File: src/rtl/spi_pkg.sv
// Shared types and widths for the SPI transmit path fed by the 8x16 dual-clock FIFO.
package spi_pkg;

   typedef enum logic [2:0] {
      IDLE  = 3'd0,
      FETCH = 3'd1,
      LOAD  = 3'd2,
      SHIFT = 3'd3,
      GAP   = 3'd4
   } spi_tx_state_t;

   localparam int SPI_BYTE_W = 8;
   localparam int SPI_DIV_W  = 8;
   localparam int SPI_BIT_W  = 3;
   localparam int SPI_GAP_W  = 4;

endpackage

File: src/rtl/spi_fifo_tx_if.sv
// FIFO read port plus SPI link signals of the transmit block, bundled for port lists and benches.
interface spi_fifo_tx_if;
   import spi_pkg::*;

   // Pop handshake: fifo_rd_en is a single-cycle strobe raised only after fifo_empty was seen low;
   // fifo_dout carries the popped byte in the cycle that follows the strobe.
   logic                  enable;
   logic                  fifo_empty;
   logic [SPI_BYTE_W-1:0] fifo_dout;
   logic                  fifo_rd_en;
   logic                  sclk;
   logic                  mosi;
   logic                  cs_n;
   logic                  busy;
   logic                  byte_done;

   modport master (
      input  enable, fifo_empty, fifo_dout,
      output fifo_rd_en, sclk, mosi, cs_n, busy, byte_done
   );

   modport slave (
      output enable, fifo_empty, fifo_dout,
      input  fifo_rd_en, sclk, mosi, cs_n, busy, byte_done
   );

endinterface

File: src/rtl/spi_clk_div.sv
// SCLK generator: down-counting divider that toggles sclk on reaching zero and flags each edge.
module spi_clk_div
   import spi_pkg::*;
#(
   parameter int CLK_DIV = 4
) (
   input  logic rd_clk,
   input  logic PresetFull,
   input  logic load_i,
   input  logic en_i,
   output logic sclk_o,
   output logic rise_o,
   output logic fall_o
);
   localparam logic [SPI_DIV_W-1:0] RELOAD = SPI_DIV_W'(CLK_DIV - 1);

   logic [SPI_DIV_W-1:0] div_q, div_d;
   logic                 sclk_q, sclk_d;
   logic                 tick;

   assign tick = en_i && (div_q == '0);

   always_comb begin
      div_d  = div_q;
      sclk_d = sclk_q;
      if (load_i) begin
         div_d  = RELOAD;
         sclk_d = 1'b0;
      end else if (en_i) begin
         if (tick) begin
            div_d  = RELOAD;
            sclk_d = ~sclk_q;
         end else begin
            div_d = div_q - 1'b1;
         end
      end
   end

   always_ff @(posedge rd_clk or posedge PresetFull) begin
      if (PresetFull) begin
         div_q  <= '0;
         sclk_q <= 1'b0;
      end else begin
         div_q  <= div_d;
         sclk_q <= sclk_d;
      end
   end

   // Strobes mark the edge on which sclk changes, so the owner updates data on that same edge.
   assign rise_o = tick & ~sclk_q;
   assign fall_o = tick & sclk_q;
   assign sclk_o = sclk_q;

endmodule

File: src/rtl/spi_fifo_tx.sv
// FIFO-to-SPI mode-0 master: pops a byte when allowed, then shifts it out on sclk/mosi under cs_n.
// Build option SPI_TX_LSB_FIRST_EN sends bits LSB first; without it bytes go out MSB first.
module spi_fifo_tx
   import spi_pkg::*;
#(
   parameter int CLK_DIV = 4,
   parameter int CS_GAP  = 2
) (
   input  logic          rd_clk,
   input  logic          PresetFull,
   spi_fifo_tx_if.master bus,
   output spi_tx_state_t state_o
);
   localparam logic [SPI_GAP_W-1:0] GAP_RELOAD = SPI_GAP_W'(CS_GAP - 1);

   spi_tx_state_t         state_q, state_d;
   logic [SPI_BYTE_W-1:0] shift_q, shift_d, shift_nxt;
   logic [SPI_BIT_W-1:0]  bit_q, bit_d;
   logic [SPI_GAP_W-1:0]  gap_q, gap_d;
   logic                  cs_n_q, cs_n_d;
   logic                  done_q, done_d;
   logic                  div_load, div_en;
   logic                  clk_rise, clk_fall, sclk;
   logic                  start_ok, mosi;

   // mosi is always the outgoing end of the shift register, so clearing it also idles the line.
`ifdef SPI_TX_LSB_FIRST_EN
   assign shift_nxt = {1'b0, shift_q[SPI_BYTE_W-1:1]};
   assign mosi      = shift_q[0];
`else
   assign shift_nxt = {shift_q[SPI_BYTE_W-2:0], 1'b0};
   assign mosi      = shift_q[SPI_BYTE_W-1];
`endif

   assign start_ok = bus.enable && !bus.fifo_empty;

   spi_clk_div #(.CLK_DIV(CLK_DIV)) u_clk_div (
      .rd_clk     (rd_clk),
      .PresetFull (PresetFull),
      .load_i     (div_load),
      .en_i       (div_en),
      .sclk_o     (sclk),
      .rise_o     (clk_rise),
      .fall_o     (clk_fall)
   );

   always_comb begin
      state_d  = state_q;
      shift_d  = shift_q;
      bit_d    = bit_q;
      gap_d    = gap_q;
      cs_n_d   = cs_n_q;
      done_d   = 1'b0;
      div_load = 1'b0;
      div_en   = 1'b0;
      case (state_q)
         IDLE: if (start_ok) state_d = FETCH;
         FETCH: state_d = LOAD;
         LOAD: begin
            shift_d  = bus.fifo_dout;
            cs_n_d   = 1'b0;
            bit_d    = 3'd7;
            div_load = 1'b1;
            state_d  = SHIFT;
         end
         SHIFT: begin
            div_en = 1'b1;
            if (clk_fall) begin
               if (bit_q != '0) begin
                  shift_d = shift_nxt;
                  bit_d   = bit_q - 1'b1;
               end else begin
                  // Byte complete: chain straight into the next pop, or release the slave.
                  done_d  = 1'b1;
                  shift_d = '0;
                  if (start_ok) begin
                     state_d = FETCH;
                  end else begin
                     cs_n_d  = 1'b1;
                     gap_d   = GAP_RELOAD;
                     state_d = GAP;
                  end
               end
            end
         end
         GAP: begin
            if (gap_q == '0) state_d = IDLE;
            else             gap_d   = gap_q - 1'b1;
         end
         default: state_d = IDLE;
      endcase
   end

   always_ff @(posedge rd_clk or posedge PresetFull) begin
      if (PresetFull) begin
         state_q <= IDLE;
         shift_q <= '0;
         bit_q   <= '0;
         gap_q   <= '0;
         cs_n_q  <= 1'b1;
         done_q  <= 1'b0;
      end else begin
         state_q <= state_d;
         shift_q <= shift_d;
         bit_q   <= bit_d;
         gap_q   <= gap_d;
         cs_n_q  <= cs_n_d;
         done_q  <= done_d;
      end
   end

   a_rise_selected: assert property (@(posedge rd_clk) disable iff (PresetFull) clk_rise |-> !cs_n_q);

   assign bus.fifo_rd_en = (state_q == FETCH);
   assign bus.sclk       = sclk;
   assign bus.mosi       = mosi;
   assign bus.cs_n       = cs_n_q;
   assign bus.busy       = (state_q != IDLE);
   assign bus.byte_done  = done_q;
   assign state_o        = state_q;

endmodule

File: src/flat_wrapper.sv
// flat-port wrapper written by rule: the top's interface ports become plain ports
module spi_fifo_tx_flat import spi_pkg::*;
#(
   parameter int CLK_DIV = 4,
   parameter int CS_GAP  = 2
)
  (rd_clk, PresetFull, state_o, bus_enable, bus_fifo_empty, bus_fifo_dout, bus_fifo_rd_en, bus_sclk, bus_mosi, bus_cs_n, bus_busy, bus_byte_done);
  spi_fifo_tx_if bus_i ();
  input  logic rd_clk;
  input  logic PresetFull;
  output spi_tx_state_t state_o;
  input wire logic [$bits(bus_i.enable)-1:0] bus_enable;
  input wire logic [$bits(bus_i.fifo_empty)-1:0] bus_fifo_empty;
  input wire logic [$bits(bus_i.fifo_dout)-1:0] bus_fifo_dout;
  output wire logic [$bits(bus_i.fifo_rd_en)-1:0] bus_fifo_rd_en;
  output wire logic [$bits(bus_i.sclk)-1:0] bus_sclk;
  output wire logic [$bits(bus_i.mosi)-1:0] bus_mosi;
  output wire logic [$bits(bus_i.cs_n)-1:0] bus_cs_n;
  output wire logic [$bits(bus_i.busy)-1:0] bus_busy;
  output wire logic [$bits(bus_i.byte_done)-1:0] bus_byte_done;
  assign bus_i.enable = bus_enable;
  assign bus_i.fifo_empty = bus_fifo_empty;
  assign bus_i.fifo_dout = bus_fifo_dout;
  assign bus_fifo_rd_en = bus_i.fifo_rd_en;
  assign bus_sclk = bus_i.sclk;
  assign bus_mosi = bus_i.mosi;
  assign bus_cs_n = bus_i.cs_n;
  assign bus_busy = bus_i.busy;
  assign bus_byte_done = bus_i.byte_done;
  spi_fifo_tx #(.CLK_DIV(CLK_DIV), .CS_GAP(CS_GAP)) u_core (.rd_clk(rd_clk), .PresetFull(PresetFull), .bus(bus_i), .state_o(state_o));
endmodule
File: config.mk
export PLATFORM = sky130hd
export DESIGN_NAME = spi_fifo_tx_flat
export DESIGN_NICKNAME = d
export VERILOG_FILES = /design/src/rtl/spi_pkg.sv /design/src/rtl/spi_fifo_tx_if.sv /design/src/rtl/spi_clk_div.sv /design/src/rtl/spi_fifo_tx.sv /design/src/flat_wrapper.sv
export SDC_FILE = /design/constraint.sdc
export NUM_CORES = 1
export LEC_CHECK = 0
export ABC_AREA = 1
export CORE_UTILIZATION = 60
export DETAILED_ROUTE_END_ITERATION = 10
export DONT_BUFFER_PORTS = 1
export PLACE_DENSITY = 0.76
export SLEW_MARGIN = 20
export SYNTH_ARGS = -nofsm -noshare
export SYNTH_HDL_FRONTEND = slang
export SYNTH_SLANG_ARGS = --single-unit
File: constraint.sdc
create_clock -name rd_clk -period 2.5 [get_ports rd_clk]
set_input_delay 0.5 -clock rd_clk [delete_from_list [all_inputs] [get_ports rd_clk]]
set_output_delay 0.5 -clock rd_clk [all_outputs]
set_load 0.05 [all_outputs]
==> metrics.md, run 1 <==
| Metric | Value |
|---|---|
| Number of iterations in the first detailed-routing pass | 4 |
| Critical Path Stages | 2 |
| Tightest slew margin relative to the limit | 0.568 |
| Top-count cell post-synth | nand2_1 |
| Synth Register Bits | 29 |
| Master of the slowest instance on the critical path | dfrtp_1 |
| Die W | roughly 54 um |
| Number of vias after detailed routing | 1273 |
| Input/output buffers | 0 |
| Area growth, synth to finish | 4.77% |
| Mean Syn Cell Area | ~8.3 um^2 |
| Setup Buffers After CTS | 0 |
| Cell family contributing the most delay on the critical path | flip-flops |
| Class of the tightest hold or removal check | input port to async pin |
| Number of cells upsized or downsized after cts | 0 |
| Critical path buffer and inverter count | 1 |
| Total detailed-routing wirelength | between 2000 and 3000 um |
| First-pass GRT wire length | ~4700 um |
| Detailed-route DRC error count | 0 |
| Number of antenna repair diodes | 0 |
| Destination of the worst register-to-register timing path | u_core.bus.cs_n |
| Synthesized netlist cell count | 198 |
| Clock latency at the later pin of the worst-skew pair | approximately 0.33 ns |
| Total area of multi-input combinational cells | about 760 um^2 |
| Remaining global-route overflow | 0 |
| Cells on worst reg2reg path | 7 |
| Site Rows | 18 |
| Sequential element share of the synthesized area | 0.440 |
| Synth warn | 0 |
| Data required time of the worst path | 2.00 ns |
| Final TNS setup | 0 ns |
| Fmax achieved | about 0.45 GHz |
| Initial Utilization | 0.649 |
| Biggest area consumer among synthesized cells | dfrtp_1 |
| Area occupied by registers | 727 um^2 |
| Clock skew | ~0.0090 ns |
| Number of flops mapped to enable cells by yosys | 0 |
| Max Cap Violations | 0 |
| Post-layout total power | between 2 and 2.5 mW |
| Antenna violations before repair | 0 |
| Count of final setup violators | 0 |
| Clock tree from TritonCTS | built |
| Number of nets with antenna violations after routing | 0 |
| Worst-path clk slew | about 0.090 ns |
| Number of clock buffers inserted by TritonCTS | 5 |
| Highest cell delay on the worst timing path | roughly 0.75 ns |
| Final Core Density | 0.680 |
| Half-perimeter wire length after placement | approximately 2200 um |
| Clock Sink Count | 29 |
| Number of placed instances with taps included | between 200 and 250 |
| Final standard cell count with taps included and fillers excluded | between 200 and 250 |
| Per-cell via count in the routed design | 5.39 |
| RSZ-0062 raised after global routing | false |
| Top cells by instance count after synthesis | nand2_1 (44), inv_1 (29), dfrtp_1 (28), nor2_1 (19), nand3_1 (15) |
| Reg-to-Reg Start | u_core.state_o[1] |
| Path type of the worst setup path | register to output port |
| Period Utilization, post-route | 0.880 |
| Yosys top cell area share | 0.424 |
| Async S/R FF share, synth | 1.00 |
| Maximum number of pins on one net before global-route repair | 30 |
| Worst Tran Pin Value | 0.648 ns |
| Final Max Tran Viols | 0 |
| Most frequently used flop master after synthesis | dfrtp_1 |
| Run status | finished, final reports clean |
| Leak pwr | around 0.90 nW |
| Number of H-tree branching levels | 2 |
| Cell-by-cell trace of the critical path | inv_2, nand3_1 |
| Number of buffers on the longest clock path | 2 |
| Number of global-route vias before repair | 1202 |
| # IOs | 21 |
| All-Layer GR Usage | 0.232 |
| Number of nets in the final layout | 222 |
| Post-synthesis instance area | between 1500 and 2000 um^2 |
| Largest fanout on the critical path | 4 |
| GP Congestion | around 0.8 |
| DRC marker count from the first detailed-route iteration | 30 |
| Share of post-route cells with drive strength above 1 | 0.165 |
| Chip Height | between 50 and 60 um |
| Hold Buf Count CTS | 0 |
| Type of origin of the critical path | register |
| Worst hold slack | 0.122 ns |
| Core area | approximately 2500 um^2 |
| Number of failing hold endpoints at the final stage | 0 |
| Area of the die | slightly below 3000 um^2 |
| Fill cell count | 214 |
| Cell variety after synth | 33 |
| Endpoint arrival time on the critical path | 1.70 ns |
| Internal reg-to-reg setup slack | slightly below 0.6 ns |
| Crit path time final | 2.20 ns |
| Root buf cell | clkbuf_4 |
| Leading post-synthesis cells by cell area | dfrtp_1 (42%), nand2_1 (10%), inv_1 (6.6%), nand3_1 (4.5%), nor2_1 (4.3%) |
| Maximum VDD drop | slightly above 0.9 mV |
| CP endpoint kind | output port |
| Wire length per cell after detailed routing | between 10 and 15 um |
| Power per cell area | roughly 1200 nW/um^2 |
| Net count of the mapped netlist | around 220 |
## area by class of cell
type / instances / share of cell area
clock buffer: 8 / 0.0282
inverter: 34 / 0.0766
multi-input combinational: 132 / 0.440
tap: 30 / 0.0217
timing repair buffer: 3 / 0.0130
sequential: 29 / 0.420
## through the flow
step                      instance area, um^2  setup WS [ns]
after floorplan                          1650         0.0186
after detailed placement                 1680          0.605
final                                    1730          0.299
after global placement                   1680          0.672
after CTS                                1730          0.298
after global routing                     1730          0.236
## worst max-delay path by stage
| stage | from | endpoint | slack [ns] |
|---|---|---|---|
| CTS | u_core.state_o[1] | bus_busy | 0.30 |
| global route | u_core.state_o[1] | bus_busy | 0.24 |
| detailed placement | u_core.state_o[1] | u_core.gap_q[0] | 0.61 |
| finish | u_core.state_o[1] | bus_busy | 0.30 |
| global placement | u_core.state_o[1] | u_core.bus.cs_n | 0.67 |
| floorplan | u_core.state_o[0] | bus_fifo_rd_en | 0.02 |
## where the power goes
part           internal, mW  leakage (nW)  total [mW]  switching (mW)
sequential            0.629         0.352       0.831           0.201
combinational         0.335         0.524        1.05           0.711
clock                 0.112        0.0265       0.267           0.156
total                  1.08         0.903        2.14            1.07
## flip-flops by register name (all words and copies together), names as in the netlist
register / count
u_core.bus.cs_n: 1
u_core.bus.byte_done: 1
u_core.u_clk_div.sclk_o: 1
u_core.gap_q: 4
u_core.u_clk_div.div_q: 8
u_core.shift_q: 8
u_core.state_o: 3
u_core.bit_q: 3
## metal layers
layer | share of wire | wire length (um) | GRT usage | vias to the layer above
met1 | 0.45 | 1310 | 0.263 | 590
li1 | - | - | - | 641
met4 | 0.023 | 68 | 0.150 | 0
met5 | 0 | 0 | 0 | -
met2 | 0.47 | 1370 | 0.376 | 32
met3 | 0.056 | 162 | 0.0694 | 10
## cell families (layout without fill, tap and decap cells)
logic type                 Yosys count  count (layout)  share of synthesized area
and+or+nand+nor                     98              98                      0.301
adders and majority gates            5               5                     0.0379
xor gates and xnor gates             6               6                     0.0318
AOI/OAI and AO/OA                   23              23                     0.0879
buffers and inverters               37              45                      0.102
DFF                                 29              29                      0.440
## layout by cell type (no fill, tap or decap)
cell type  instances
nand3b_1           1
a21oi_1            2
nor2_2             2
or2_1              1
inv_1             29
nand2_2            2
nor3_4             1
inv_4              2
dfrtp_1           28
inv_2              3
nand2_4            2
nand2_1           44
nand3_4            1
o21bai_2           1
o21ai_1            8
o21ai_2            5
ha_1               5
nor3_1             2
nor2_4             2
nor2_1            19
clkbuf_1           3
buf_4              3
o21ai_0            5
a32oi_1            1
clkbuf_4           5
nand3_1           15
nand4_2            1
xor2_1             6
nor3_2             1
nand4_4            1
or2_2              1
a31oi_1            1
dfstp_2            1
nand4_1            2
Power figures use the tool's default switching activity.
==> inputs of run 2 (changes only) <==
CORE_UTILIZATION = 45   (was 60)
PLACE_DENSITY = 0.6   (was 0.76)
==> run 2 against run 1 <==
  * Setup slack gained 0.013 ns
  * Highest routed layer unchanged
  * Count of clock-buffer cells in the layout down 2
  * Non-clock buffer count increased by 1
  * Cell area rose by 1.7%
  * Power is 0.68% higher
  * First-iteration DRC count is 40% higher
==> metrics.md, run 2 (same netlist as run 1, synthesis figures left out) <==
| Metric | Value |
|---|---|
| Run status | finished, final reports clean |
| Power per cell area | 1230 nW/um^2 (-1.0%) |
| Instance area after placement | 1710 um^2 (+1.6%) |
| Antenna violations before repair | 0 (unchanged) |
| Leak pwr | 0.914 nW (+1.2%) |
| Internal reg-to-reg setup slack | 0.59 ns (about the same) |
| Maximum number of pins on one net before global-route repair | 18 (-40%) |
| Number of nets in the final layout | 223 (+0.45%) |
| Number of failing hold endpoints at the final stage | 0 (unchanged) |
| DRC marker count from the first detailed-route iteration | 42 (+40%) |
| Count of final setup violators | 0 (unchanged) |
| Share of post-route cells with drive strength above 1 | 0.179 (+0.0137) |
| RSZ-0062 raised after global routing | false |
| Highest routed metal layer | met4 |
| Detailed-route DRC error count | 0 (unchanged) |
| Number of antenna repair diodes | 0 (unchanged) |
| Crit path time final | 2.19 ns (-0.0129 ns) |
| Final Max Tran Viols | 0 (unchanged) |
| Destination of the worst register-to-register timing path | u_core.gap_q[0] |
| Number of cells upsized or downsized after cts | 0 (unchanged) |
| Clock tree from TritonCTS | built |
| CP endpoint kind | output port |
| All-Layer GR Usage | 0.174 (-0.0573) |
| Fill cell count | 338 (+58%) |
| Maximum VDD drop | 0.524 mV (-44%) |
| Max Cap Violations | 0 (unchanged) |
| Data required time of the worst path | 2.00 ns (about the same) |
| Top flop regs | u_core.shift_q (8), u_core.u_clk_div.div_q (8), u_core.gap_q (4) |
| Half-perimeter wire length after placement | 2330 um (+6.3%) |
| Highest-count cells in the layout ignoring fill and taps | nand2_1 (44), inv_1 (29), dfrtp_1 (28) |
| Fmax achieved | 0.457 GHz (+0.59%) |
| Number of clock buffers inserted by TritonCTS | 5 (unchanged) |
| Wire length per cell after detailed routing | 11.9 um (-3.3%) |
| Remaining global-route overflow | 0 (unchanged) |
| Largest fanout on the critical path | 4 (unchanged) |
| Clock Sink Count | 29 (unchanged) |
| # IOs | 21 (unchanged) |
| Total detailed-routing wirelength | 3020 um (+3.6%) |
| Initial Utilization | 0.484 (-0.165) |
| Final Core Density | 0.515 (-0.165) |
| Class of the tightest hold or removal check | input port to async pin |
| Path type of the worst setup path | register to output port |
| Die W | 62.6 um (+15%) |
| Worst Tran Pin Value | 0.653 ns (+0.00539 ns) |
| Per-cell via count in the routed design | 4.85 (-10%) |
| Reg-to-Reg Start | u_core.state_o[1] |
| Clock skew | 0.00619 ns (-0.00276 ns) |
| Tightest slew margin relative to the limit | 0.565 (-0.00359) |
| Chip Height | 62.6 um (+15%) |
| Number of H-tree branching levels | 2 (unchanged) |
| Hold Buf Count CTS | 0 (unchanged) |
| Final design area excluding fillers | 1760 um^2 (+1.7%) |
| Number of placed instances with taps included | 245 (+7.5%) |
| Number of global-route vias before repair | 1262 (+5.0%) |
| GP Congestion | 0.793 (-1.3%) |
| End point of the critical path | bus_busy |
| Worst hold slack | 0.0781 ns (-0.0435 ns) |
| Setup Buffers After CTS | 0 (unchanged) |
| Input/output buffers | 0 (unchanged) |
| Met3 WL | 76 um (-53%) |
| Area of the die | 3920 um^2 (+32%) |
| Number of nets with antenna violations after routing | 0 (unchanged) |
| Endpoint arrival time on the critical path | 1.69 ns (about the same) |
| Met2 routed WL | 1480 um (+8.0%) |
| Number of buffers on the longest clock path | 2 (unchanged) |
| Period Utilization, post-route | 0.875 (-0.00514) |
| Site Rows | 21 (+3) |
| Most common library cell in the layout ignoring fill and taps | nand2_1 |
| Worst setup path startpoint | u_core.state_o[1] |
| First-pass GRT wire length | 5310 um (+12%) |
| Number of iterations in the first detailed-routing pass | 4 (unchanged) |
| Root buf cell | clkbuf_4 |
| Area growth, synth to finish | 6.59% |
| Final standard cell count with taps included and fillers excluded | 253 (+7.2%) |
| Clock latency at the later pin of the worst-skew pair | 0.33 ns (about the same) |
| Cells on worst reg2reg path | 7 (unchanged) |
| Worst-path clk slew | 0.09 ns (about the same) |
| Type of origin of the critical path | register |
| Met1 Wirelength | 1430 um (+8.8%) |
| Core area | 3420 um^2 (+34%) |
| Final TNS setup | 0 ns (unchanged) |
| Number of vias after detailed routing | 1227 (-3.6%) |
[run 2: cell types whose count changed in the layout (fill, tap and decap cells not counted)]
cell      before  now
buf_4          3    4
clkbuf_1       3    1
clkinv_2       0    2
[run 2: per-stage QoR]
stage | power [mW] | setup WS [ns]
CTS | 2.18 | 0.295
detailed placement | 1.91 | 0.606
global route | 2.36 | 0.245
finish | 2.16 | 0.312
floorplan | 1.74 | 0.0186
global placement | 1.87 | 0.640
[run 2: layout make-up]
type	instances	area [um^2]	share of cell area
clock buffers	6	41.3	0.0235
clock inverters	2	10.0	0.00569
inverters	34	133	0.0753
multi-input cells	132	762	0.433
flip-flops and latches	29	727	0.413
well taps	46	57.6	0.0327
repair buffers	4	30.0	0.0171
[run 2: report_power, final]
| part | total [mW] | internal [mW] | switching (mW) |
|---|---|---|---|
| Clock | 0.268 | 0.107 | 0.161 |
| Combinational | 1.11 | 0.344 | 0.761 |
| Sequential | 0.786 | 0.630 | 0.157 |
| Total | 2.16 | 1.08 | 1.08 |
[run 2: how the worst min path moves through the flow]
stage,end,slack [ns],depth (start not counted)
finish,u_core.u_clk_div.div_q[3],0.08,1
global route,u_core.u_clk_div.div_q[6],0.10,1
CTS,u_core.u_clk_div.div_q[5],0.09,1
detailed placement,u_core.u_clk_div.div_q[5],0.46,1
global placement,u_core.u_clk_div.div_q[5],0.45,1
floorplan,u_core.bit_q[1],0.44,2
[run 2: critical path, stage by stage, from the launching register on]
cell     delay, ns
dfrtp_1       0.75
inv_2         0.13
nand3_1       0.48
[run 2: routing by layer]
layer | global-route usage | vias to the layer above
met5 | 0 | -
met4 | 0.0494 | 0
met3 | 0.0547 | 4
met2 | 0.302 | 10
met1 | 0.207 | 577
li1 | - | 636
==> inputs of run 3 (changes only) <==
CAP_MARGIN = 20   (was unset)
PLACE_DENSITY = unset   (was 0.6)
PLACE_DENSITY_LB_ADDON = 0.2   (was unset)
==> run 3 against run 2 <==
  * Core utilization down 0.073 points
  * First-iteration DRC count up 24%
  * Clock power about the same
  * Count of clock-buffer cells in the layout up 2
  * Highest routed layer unchanged
  * Setup slack better by 0.012 ns
  * Final cell count unchanged
  * Non-clock buffer count unchanged
  * Cell area down 0.14%
  * Critical path depth unchanged
  * Hold slack better by 0.044 ns
  * Sequential power about the same
  * Critical endpoint unchanged
  * Fmax up 0.57%
==> metrics.md, run 3 (same netlist as run 1, synthesis figures left out) <==
| Metric | Value |
|---|---|
| # IOs | 21 (unchanged) |
| Largest fanout on the critical path | 4 (unchanged) |
| Number of antenna repair diodes | 0 (unchanged) |
| Met3 WL | 99 um (+30%) |
| Type of origin of the critical path | register |
| Chip Height | 62.6 um (unchanged) |
| Antenna violations before repair | 0 (unchanged) |
| Data required time of the worst path | 2.00 ns (about the same) |
| Final TNS setup | 0 ns (unchanged) |
| Number of iterations in the first detailed-routing pass | 4 (unchanged) |
| Fmax achieved | 0.460 GHz (+0.57%) |
| Area occupied by registers | 727 um^2 (unchanged) |
| Clock Sink Count | 29 (unchanged) |
| RSZ-0062 raised after global routing | false |
| Power per cell area | 1220 nW/um^2 (-0.48%) |
| Max Cap Violations | 0 (unchanged) |
| Worst-path clk slew | 0.09 ns (about the same) |
| GP Congestion | 0.793 (-0.10%) |
| Clock tree from TritonCTS | built |
| Highest-count cells in the layout ignoring fill and taps | nand2_1 (44), inv_1 (29), dfrtp_1 (28) |
| Leak pwr | 0.908 nW (-0.60%) |
| Area growth, synth to finish | 6.44% |
| Setup Buffers After CTS | 0 (unchanged) |
| Area of the die | 3920 um^2 (unchanged) |
| Tightest slew margin relative to the limit | 0.565 (about the same) |
| Wire length per cell after detailed routing | 11.7 um (-1.7%) |
| Initial Utilization | 0.484 (unchanged) |
| Number of buffers on the longest clock path | 2 (unchanged) |
| Worst setup path startpoint | u_core.state_o[1] |
| Clock latency at the later pin of the worst-skew pair | 0.33 ns (about the same) |
| Net switching power | 1.06 mW (-1.7%) |
| Hold Buf Count CTS | 0 (unchanged) |
| Clk network pwr share | 0.124 (about the same) |
| Detailed-route DRC error count | 0 (unchanged) |
| Most common library cell in the layout ignoring fill and taps | nand2_1 |
| Destination of the worst register-to-register timing path | u_core.u_clk_div.div_q[3] |
| Class of the tightest hold or removal check | input port to async pin |
| Half-perimeter wire length after placement | 2270 um (-2.5%) |
| Endpoint arrival time on the critical path | 1.68 ns (about the same) |
| Highest cell delay on the worst timing path | 0.75 ns (about the same) |
| Cell-by-cell trace of the critical path | inv_2, nand3_1 |
| Met1 Wirelength | 1400 um (-2.1%) |
| Final Max Tran Viols | 0 (unchanged) |
| Worst hold slack | 0.122 ns (+0.0437 ns) |
| Number of clock buffers inserted by TritonCTS | 5 (unchanged) |
| Internal power summed over all cells | 1.09 mW (+0.47%) |
| End point of the critical path | bus_busy |
| Number of nets with antenna violations after routing | 0 (unchanged) |
| Final design area excluding fillers | 1760 um^2 (-0.14%) |
| All-Layer GR Usage | 0.172 (-0.00257) |
| Total area of multi-input combinational cells | 762 um^2 (unchanged) |
| Internal reg-to-reg setup slack | 0.60 ns (about the same) |
| CP endpoint kind | output port |
| Cell family contributing the most delay on the critical path | flip-flops |
| Input/output buffers | 0 (unchanged) |
| Maximum VDD drop | 0.442 mV (-16%) |
| Fill cell count | 348 (+3.0%) |
| First-pass GRT wire length | 5290 um (-0.40%) |
| Core area | 3420 um^2 (unchanged) |
| Met2 routed WL | 1410 um (-4.2%) |
| Path type of the worst setup path | register to output port |
| Top flop regs | u_core.shift_q (8), u_core.u_clk_div.div_q (8), u_core.gap_q (4) |
| Number of global-route vias before repair | 1191 (-5.6%) |
| Remaining global-route overflow | 0 (unchanged) |
| Period Utilization, post-route | 0.870 (-0.00498) |
| DRC marker count from the first detailed-route iteration | 52 (+24%) |
| Instance area after placement | 1710 um^2 (unchanged) |
| Total detailed-routing wirelength | 2970 um (-1.7%) |
| Cells on worst reg2reg path | 8 (+1) |
| Number of cells upsized or downsized after cts | 0 (unchanged) |
| Critical Path Stages | 2 (unchanged) |
| Master of the slowest instance on the critical path | dfrtp_1 |
| Reg-to-Reg Start | u_core.state_o[2] |
| Crit path time final | 2.18 ns (-0.0125 ns) |
| Number of nets in the final layout | 223 (unchanged) |
| Maximum number of pins on one net before global-route repair | 30 (+12) |
| Per-cell via count in the routed design | 4.96 (+2.2%) |
| Switching portion of total power | 0.494 (-0.00550) |
| Root buf cell | clkbuf_4 |
| Share of post-route cells with drive strength above 1 | 0.169 (-0.00966) |
| Run status | finished, final reports clean |
| Number of H-tree branching levels | 2 (unchanged) |
| Number of vias after detailed routing | 1254 (+2.2%) |
| Site Rows | 21 (unchanged) |
| Post-layout total power | 2.15 mW (-0.63%) |
| Worst Tran Pin Value | 0.653 ns (-0.000441 ns) |
| Share of total power in sequential cells | 0.368 (+0.004) |
| Highest routed metal layer | met4 |
| Number of failing hold endpoints at the final stage | 0 (unchanged) |
| Die W | 62.6 um (unchanged) |
| Clock skew | 0.00769 ns (+0.00150 ns) |
| Relative contribution of combinational cells to total power | 0.508 (-0.004) |
| Count of final setup violators | 0 (unchanged) |
| Critical path buffer and inverter count | 1 (unchanged) |
## run 3: worst register-to-register path: stages, from the launching register on
cell and delay [ns]:
dfrtp_1 0.77, inv_2 0.13, nand3_4 0.19, inv_4 0.09, nand2_1 0.08, nor2_2 0.06, nor2_1 0.23, inv_1 0.14
nor2_1 0.14
## run 3: worst min path at each step
| stage | to | slack (ns) | cells past startpoint |
|---|---|---|---|
| floorplan | u_core.bit_q[1] | 0.44 | 2 |
| global placement | u_core.bit_q[1] | 0.46 | 2 |
| detailed placement | u_core.bit_q[2] | 0.46 | 2 |
| CTS | u_core.bit_q[1] | 0.12 | 2 |
| global route | u_core.gap_q[2] | 0.14 | 2 |
| finish | u_core.bit_q[1] | 0.12 | 2 |
## run 3: final cells by class
class | instances | share of cell area
clock buffers | 8 | 0.0278
multi-input cells | 132 | 0.433
repair buffers | 4 | 0.0171
inverters | 34 | 0.0754
well taps | 46 | 0.0327
flip-flops and latches | 29 | 0.414
## run 3: metrics by stage
stage          cells  utilization  worst slack, ns
3_5_place_dp     245        0.500            0.610
4_1_cts          253        0.515            0.290
5_1_grt          253        0.515            0.250
3_3_place_gp     245        0.500            0.677
6_report         253        0.515            0.324
2_1_floorplan    198            -           0.0186
## run 3: per-layer routing
layer / up-vias / GRT usage
met3: 7 / 0.0584
met5: - / 0
met2: 12 / 0.276
met1: 595 / 0.214
met4: 0 / 0.0610
li1: 640 / -
## run 3: power by group through the flow
stage / Sequential, mW / Combinational (mW) / Clock [mW]
4_1_cts: 0.792 / 1.11 / 0.278
5_1_grt: 0.814 / 1.23 / 0.300
3_3_place_gp: 0.793 / 1.08 / 0
3_5_place_dp: 0.800 / 1.10 / 0
2_1_floorplan: 0.840 / 0.896 / 0
6_report: 0.789 / 1.09 / 0.266
